--- config.mk ---
export PLATFORM = sky130hd
export DESIGN_NAME = uart_tx_arb_flat
export DESIGN_NICKNAME = d
export VERILOG_FILES = /design/src/rtl/uart_tx_arb_if.sv /design/src/rtl/uart_tx_arb.sv /design/src/flat_wrapper.sv
export SDC_FILE = /design/constraint.sdc
export NUM_CORES = 1
export LEC_CHECK = 0
export BUFFER_PORTS_ARGS = -buffer_cell sky130_fd_sc_hd__buf_2
export CAP_MARGIN = 10
export CORE_ASPECT_RATIO = 1.2
export CORE_UTILIZATION = 50
export CTS_CLUSTER_DIAMETER = 120
export DETAILED_ROUTE_END_ITERATION = 6
export PLACE_DENSITY = 0.8
export SLEW_MARGIN = 5
export SYNTH_ARGS = -nofsm -noshare
export SYNTH_HDL_FRONTEND = slang
export SYNTH_SLANG_ARGS = --single-unit
--- constraint.sdc ---
create_clock -name clk -period 2.1 [get_ports clk]
set_input_delay 0.105 -clock clk [delete_from_list [all_inputs] [get_ports clk]]
set_output_delay 0.105 -clock clk [all_outputs]
set_load 0.01 [all_outputs]
--- src/rtl/uart_tx_arb_if.sv ---
// Requester / transmitter bus of the UART TX arbiter.
// slave: the arbiter; master: requesters plus transmitter (e.g. a testbench).
interface uart_tx_arb_if #(
  parameter int N_REQ = 4
);
  logic [N_REQ-1:0]   req_valid;
  logic [8*N_REQ-1:0] req_data;
  logic [N_REQ-1:0]   req_last;
  logic [N_REQ-1:0]   req_ready;
  logic [7:0]         tx_din;
  logic               tx_wr_en;
  logic               tx_busy;
  logic [N_REQ-1:0]   grant;
  logic               pkt_err;

  modport slave (
    input  req_valid, req_data, req_last, tx_busy,
    output req_ready, tx_din, tx_wr_en, grant, pkt_err
  );

  modport master (
    output req_valid, req_data, req_last, tx_busy,
    input  req_ready, tx_din, tx_wr_en, grant, pkt_err
  );
endinterface

--- src/rtl/uart_tx_arb.sv ---
// Round-robin arbiter feeding N_REQ byte streams into one UART transmitter,
// one byte in flight, packets locked to their owner up to MAX_PKT bytes.
module uart_tx_arb #(
  parameter int N_REQ   = 4,
  parameter int MAX_PKT = 64
) (
  input  logic           clk,
  input  logic           rst_n,
  uart_tx_arb_if.slave   bus
);
  localparam int              PW   = (N_REQ > 1) ? $clog2(N_REQ) : 1;
  localparam logic [PW:0]     NR   = (PW+1)'(N_REQ);
  localparam logic [7:0]      MAXC = 8'(MAX_PKT);
  localparam logic [N_REQ-1:0] ONE = N_REQ'(1);

  typedef enum logic [2:0] {
    S_IDLE, S_HOLD, S_ISSUE, S_WAIT_BUSY, S_WAIT_DONE
  } state_t;

  state_t           r_state, w_next;
  logic [PW-1:0]    r_ptr, r_owner, w_winner;
  logic [PW:0]      w_sum;
  logic             w_any;
  logic [7:0]       r_cnt;
  logic             r_last;
  logic [2:0]       r_wait;
  logic [7:0]       r_tx_din;
  logic             r_tx_wr_en;
  logic [N_REQ-1:0] r_grant;
  logic             r_pkt_err;
  logic             w_accept, w_to_idle, w_err;

  // Walk offsets high to low so the smallest offset from ptr is written last.
  always_comb begin
    w_any    = 1'b0;
    w_winner = '0;
    w_sum    = '0;
    for (int k = N_REQ-1; k >= 0; k--) begin
      w_sum = {1'b0, r_ptr} + (PW+1)'(k);
      if (w_sum >= NR) w_sum = w_sum - NR;
      if (bus.req_valid[w_sum[PW-1:0]]) begin
        w_any    = 1'b1;
        w_winner = w_sum[PW-1:0];
      end
    end
  end

  always_ff @(posedge clk or negedge rst_n) begin
    if (!rst_n) r_state <= S_IDLE;
    else        r_state <= w_next;
  end

  always_comb begin
    w_next    = r_state;
    w_accept  = 1'b0;
    w_to_idle = 1'b0;
    w_err     = 1'b0;
    unique case (r_state)
      S_IDLE:      if (w_any && !bus.tx_busy) w_next = S_HOLD;
      S_HOLD:      if (bus.req_valid[r_owner]) begin
                     w_accept = 1'b1;
                     w_next   = S_ISSUE;
                   end
      S_ISSUE:     w_next = S_WAIT_BUSY;
      S_WAIT_BUSY: if (bus.tx_busy) w_next = S_WAIT_DONE;
                   else if (r_wait == 3'd4) begin
                     // transmitter never acknowledged the write
                     w_next    = S_IDLE;
                     w_to_idle = 1'b1;
                     w_err     = 1'b1;
                   end
      S_WAIT_DONE: if (!bus.tx_busy) begin
                     if (r_last || r_cnt == MAXC) begin
                       w_next    = S_IDLE;
                       w_to_idle = 1'b1;
                       w_err     = !r_last;
                     end else begin
                       w_next = S_HOLD;
                     end
                   end
      default:     w_next = S_IDLE;
    endcase
  end

  always_ff @(posedge clk or negedge rst_n) begin
    if (!rst_n) begin
      r_ptr      <= '0;
      r_owner    <= '0;
      r_cnt      <= '0;
      r_last     <= 1'b0;
      r_wait     <= '0;
      r_tx_din   <= 8'h00;
      r_tx_wr_en <= 1'b0;
      r_grant    <= '0;
      r_pkt_err  <= 1'b0;
    end else begin
      r_tx_wr_en <= w_accept;
      if (r_state == S_IDLE && w_next == S_HOLD) begin
        r_owner <= w_winner;
        r_grant <= ONE << w_winner;
      end
      if (w_accept) begin
        r_tx_din <= bus.req_data[{r_owner, 3'b000} +: 8];
        r_last   <= bus.req_last[r_owner];
        if (r_cnt != MAXC) r_cnt <= r_cnt + 8'd1;
      end
      if (r_state == S_ISSUE)
        r_wait <= 3'd1;
      else if (r_state == S_WAIT_BUSY && !bus.tx_busy && r_wait != 3'd4)
        r_wait <= r_wait + 3'd1;
      if (w_to_idle) begin
        r_grant <= '0;
        r_cnt   <= '0;
        r_ptr   <= (r_owner == PW'(N_REQ-1)) ? '0 : r_owner + PW'(1);
      end
      if (w_err) r_pkt_err <= 1'b1;
    end
  end

  assign bus.req_ready = (r_state == S_HOLD) ? (r_grant & bus.req_valid) : '0;
  assign bus.tx_din    = r_tx_din;
  assign bus.tx_wr_en  = r_tx_wr_en;
  assign bus.grant     = r_grant;
  assign bus.pkt_err   = r_pkt_err;
endmodule

--- src/flat_wrapper.sv ---
// flat-port wrapper written by rule: the top's interface ports become plain ports
module uart_tx_arb_flat 
#(
  parameter int N_REQ   = 4,
  parameter int MAX_PKT = 64
)
  (clk, rst_n, bus_req_valid, bus_req_data, bus_req_last, bus_tx_busy, bus_req_ready, bus_tx_din, bus_tx_wr_en, bus_grant, bus_pkt_err);
  uart_tx_arb_if #(.N_REQ(N_REQ)) bus_i ();
  input  logic clk;
  input  logic rst_n;
  input wire logic [$bits(bus_i.req_valid)-1:0] bus_req_valid;
  input wire logic [$bits(bus_i.req_data)-1:0] bus_req_data;
  input wire logic [$bits(bus_i.req_last)-1:0] bus_req_last;
  input wire logic [$bits(bus_i.tx_busy)-1:0] bus_tx_busy;
  output wire logic [$bits(bus_i.req_ready)-1:0] bus_req_ready;
  output wire logic [$bits(bus_i.tx_din)-1:0] bus_tx_din;
  output wire logic [$bits(bus_i.tx_wr_en)-1:0] bus_tx_wr_en;
  output wire logic [$bits(bus_i.grant)-1:0] bus_grant;
  output wire logic [$bits(bus_i.pkt_err)-1:0] bus_pkt_err;
  assign bus_i.req_valid = bus_req_valid;
  assign bus_i.req_data = bus_req_data;
  assign bus_i.req_last = bus_req_last;
  assign bus_i.tx_busy = bus_tx_busy;
  assign bus_req_ready = bus_i.req_ready;
  assign bus_tx_din = bus_i.tx_din;
  assign bus_tx_wr_en = bus_i.tx_wr_en;
  assign bus_grant = bus_i.grant;
  assign bus_pkt_err = bus_i.pkt_err;
  uart_tx_arb #(.N_REQ(N_REQ), .MAX_PKT(MAX_PKT)) u_core (.clk(clk), .rst_n(rst_n), .bus(bus_i));
endmodule
==> metrics.cfg <==
[outcome]
status = complete, no violations

[yosys]
yosysWarnings = 0
synth_cells = 161
synthesis.area_um2 = 1900
ys.flop_type = dfrtp_1
async_flop_share_pct = 100
yosysUniqueCellTypes = 43
synth_top_area_share_pct = 43.5
synth.area.top_cells = dfrtp_1 44%, mux4_2 11%, mux2_4 6.3%
yosys.area.top_type = dfrtp_1
synth-edff-count = 0
yosysMostFrequentCell = dfrtp_1
synth_common_cells = 33 x dfrtp_1, 15 x nor2_1, 10 x nand2_1
ys_seq_elements = 33
synth_fp_nets = 209
seq_area_frac_synth_pct = 43.5
synth_area_per_cell_um2 = 11.8

[sta]
fmax_mhz = 577
max_slew_margin_pct = 51.1
grt_setup_unrepaired = no
hold_ws_ps = 87.2
fin_worst_skew_ps = 4.17
finalSetupTns_ps = 0
tightest_slew_ps = 733
setup_viol = 0
slew_violations = 0
period_minus_slack_ps = 1730
fin_crit_sh_pct = 82.6
final_hold_viol_count = 0

[global_routing]
antenna_found_initial = 0
grt_max_degree = 34
grt-ovfl-total = 0
first_global_vias = 1580
grt.total_usage_pct = 21.2
grt_first_pass_wirelength_mm = 6.57

[power_and_ir_drop]
p_int_mw = 2.06
seqPwrFrac_pct = 35.7
total_power_mw = 3.09
ir_drop_mv = 0.711
power_frac_clock_pct = 22.9
p_leak_nw = 1.19
p_comb_share_pct = 41.3
cellPowerDensity_nw_per_um2 = 1280
p_switching_mw = 1.03
power.share.switching_pct = 33.5

[setup_path]
r2r_slack_ps = 370
critPathCaptureType = flip-flop
cp_max_fo = 7
cp-start-kind = flip-flop
cp_data_required_time_ps = 2310
worstSetupPathType = flip-flop to flip-flop
cp.arrival_ps = 1940

[clock_network]
htree_levels = 2
clkLatencyLatePin_ps = 290
clk_pin_slew_ps = 70
cts_sinks = 33
cts_buffers = 5
cts_tree = built
cts_buffer_depth = 2
root_buffer = clkbuf_8

[floorplan]
io_pins = 61
start_util_pct = 52.2
row_count = 24
core_area_um2 = 3630
die_w_um = 58.2
dieArea_um2 = 4050
die_h_um = 69.5

[detailed_routing]
drt-total-wl_mm = 3.73
antenna_left = 0
vias = 1520
vias_per_cell = 5.37
wl_per_cell_um = 13.2
drtIter0Drc = 34
drc = 0
dr.pass1.iters = 4

[final_layout]
fillerInstances = 297
area_growth_pct = 26.9
layout.area.seq_um2 = 826
nets = 278
post-route-cell-area_um2 = 2410
drive_above_1_share_pct = 41.6
diodes = 0
multiInputGateArea_um2 = 1000

[place]
gp_congestion = 0.742
place_area_um2 = 2260
portBuffers = 60
dp_hpwl_mm = 2.80

[flow_run]
max-cap-violations = 0

[worst_hold_path]
hold_class = primary input to flip-flop

## power by group through the flow
| stage | combinational [mW] | clock, mW | sequential, mW |
|---|---|---|---|
| floorplan | 0.907 | 0 | 1.14 |
| global placement | 1.23 | 0 | 1.11 |
| detailed placement | 1.28 | 0 | 1.11 |
| CTS | 1.29 | 0.723 | 1.10 |
| global route | 1.41 | 0.748 | 1.15 |
| finish | 1.28 | 0.708 | 1.10 |
## sequential cells by signal, summed over array words and instances (netlist names), 2 cells and up
name	cells
u_core.r_owner	2
u_core.bus.grant	4
u_core.r_state	3
u_core.r_wait	3
u_core.r_ptr	2
u_core.bus.tx_din	8
u_core.r_cnt	8
## cells by family (layout without fill, tap and decap cells)
logic type / Yosys count / after routing / synth area share (%)
AND/OR/NAND/NOR: 61 / 61 / 18.3
flip-flops: 33 / 33 / 43.5
multiplexers: 21 / 21 / 20.2
AO/OA/AOI/OAI: 20 / 20 / 6.86
buffers and inverters: 12 / 82 / 3.76
XOR/XNOR: 9 / 9 / 4.15
adder cells (fa/ha/maj): 5 / 5 / 3.30
## metal layers
layer / part of all wire (%) / vias to the layer above / global-route usage (%)
li1: - / 723 / -
met1: 42 / 751 / 24.9
met2: 52 / 40 / 37.3
met3: 5.2 / 6 / 4.85
met4: 1.3 / 0 / 7.14
met5: 0 / - / 0
## metrics by stage
step | setup slack [ps] | util, % | std cells
finish | 366 | 66.3 | 283
global placement | 166 | 62.2 | 273
global route | 212 | 66.3 | 283
CTS | 389 | 66.2 | 282
detailed placement | 114 | 62.2 | 273
floorplan | 362 | - | 161
## placed cells by master (no fill, tap or decap), types with 4 or more instances in the layout
cell type	n
nand3_1	4
clkbuf_8	5
nand2_1	10
and3_1	6
buf_2	60
xor2_1	7
dfrtp_1	33
ha_1	5
mux4_2	9
mux2_4	8
buf_4	6
nand4_1	5
a21oi_1	8
nand3b_1	4
nor2_1	15
inv_1	6
## cell type report
type | count | share of cell area (%)
clock buffers | 5 | 2.86
clock inverters | 3 | 2.70
inverters | 6 | 0.935
multi-input cells | 116 | 41.6
flip-flops and latches | 33 | 34.3
well taps | 52 | 2.70
repair buffers | 68 | 15.0
## worst paths after layout
path | startpoint | cells past startpoint | endpoint
setup / recovery | u_core.r_state[1] | 5 | u_core.bus.grant[3]
hold / removal | bus_tx_busy | 2 | u_core.r_state[2]
setup reg to reg | u_core.r_state[1] | 5 | u_core.bus.grant[3]
hold reg to reg | u_core.bus.pkt_err | 1 | u_core.bus.pkt_err
max in group asynchronous | rst_n | 2 | u_core.bus.grant[0]
min in group asynchronous | rst_n | 2 | u_core.r_wait[2]
## repair_timing
action / 4_1_cts / 5_1_grt
hold buffers: 1 / 0
endpoints found under the hold margin: 33 / 0
buffers inserted: 0 / 0
resized for setup: 0 / 0
## critical path: stages (launching register included)
cell and delay (ps):
dfrtp_1 440, nor4_1 310, o41ai_1 190, clkbuf_2 180
or3b_1 390, a21oi_1 140
Note: power is estimated with default switching activity, not from simulation.
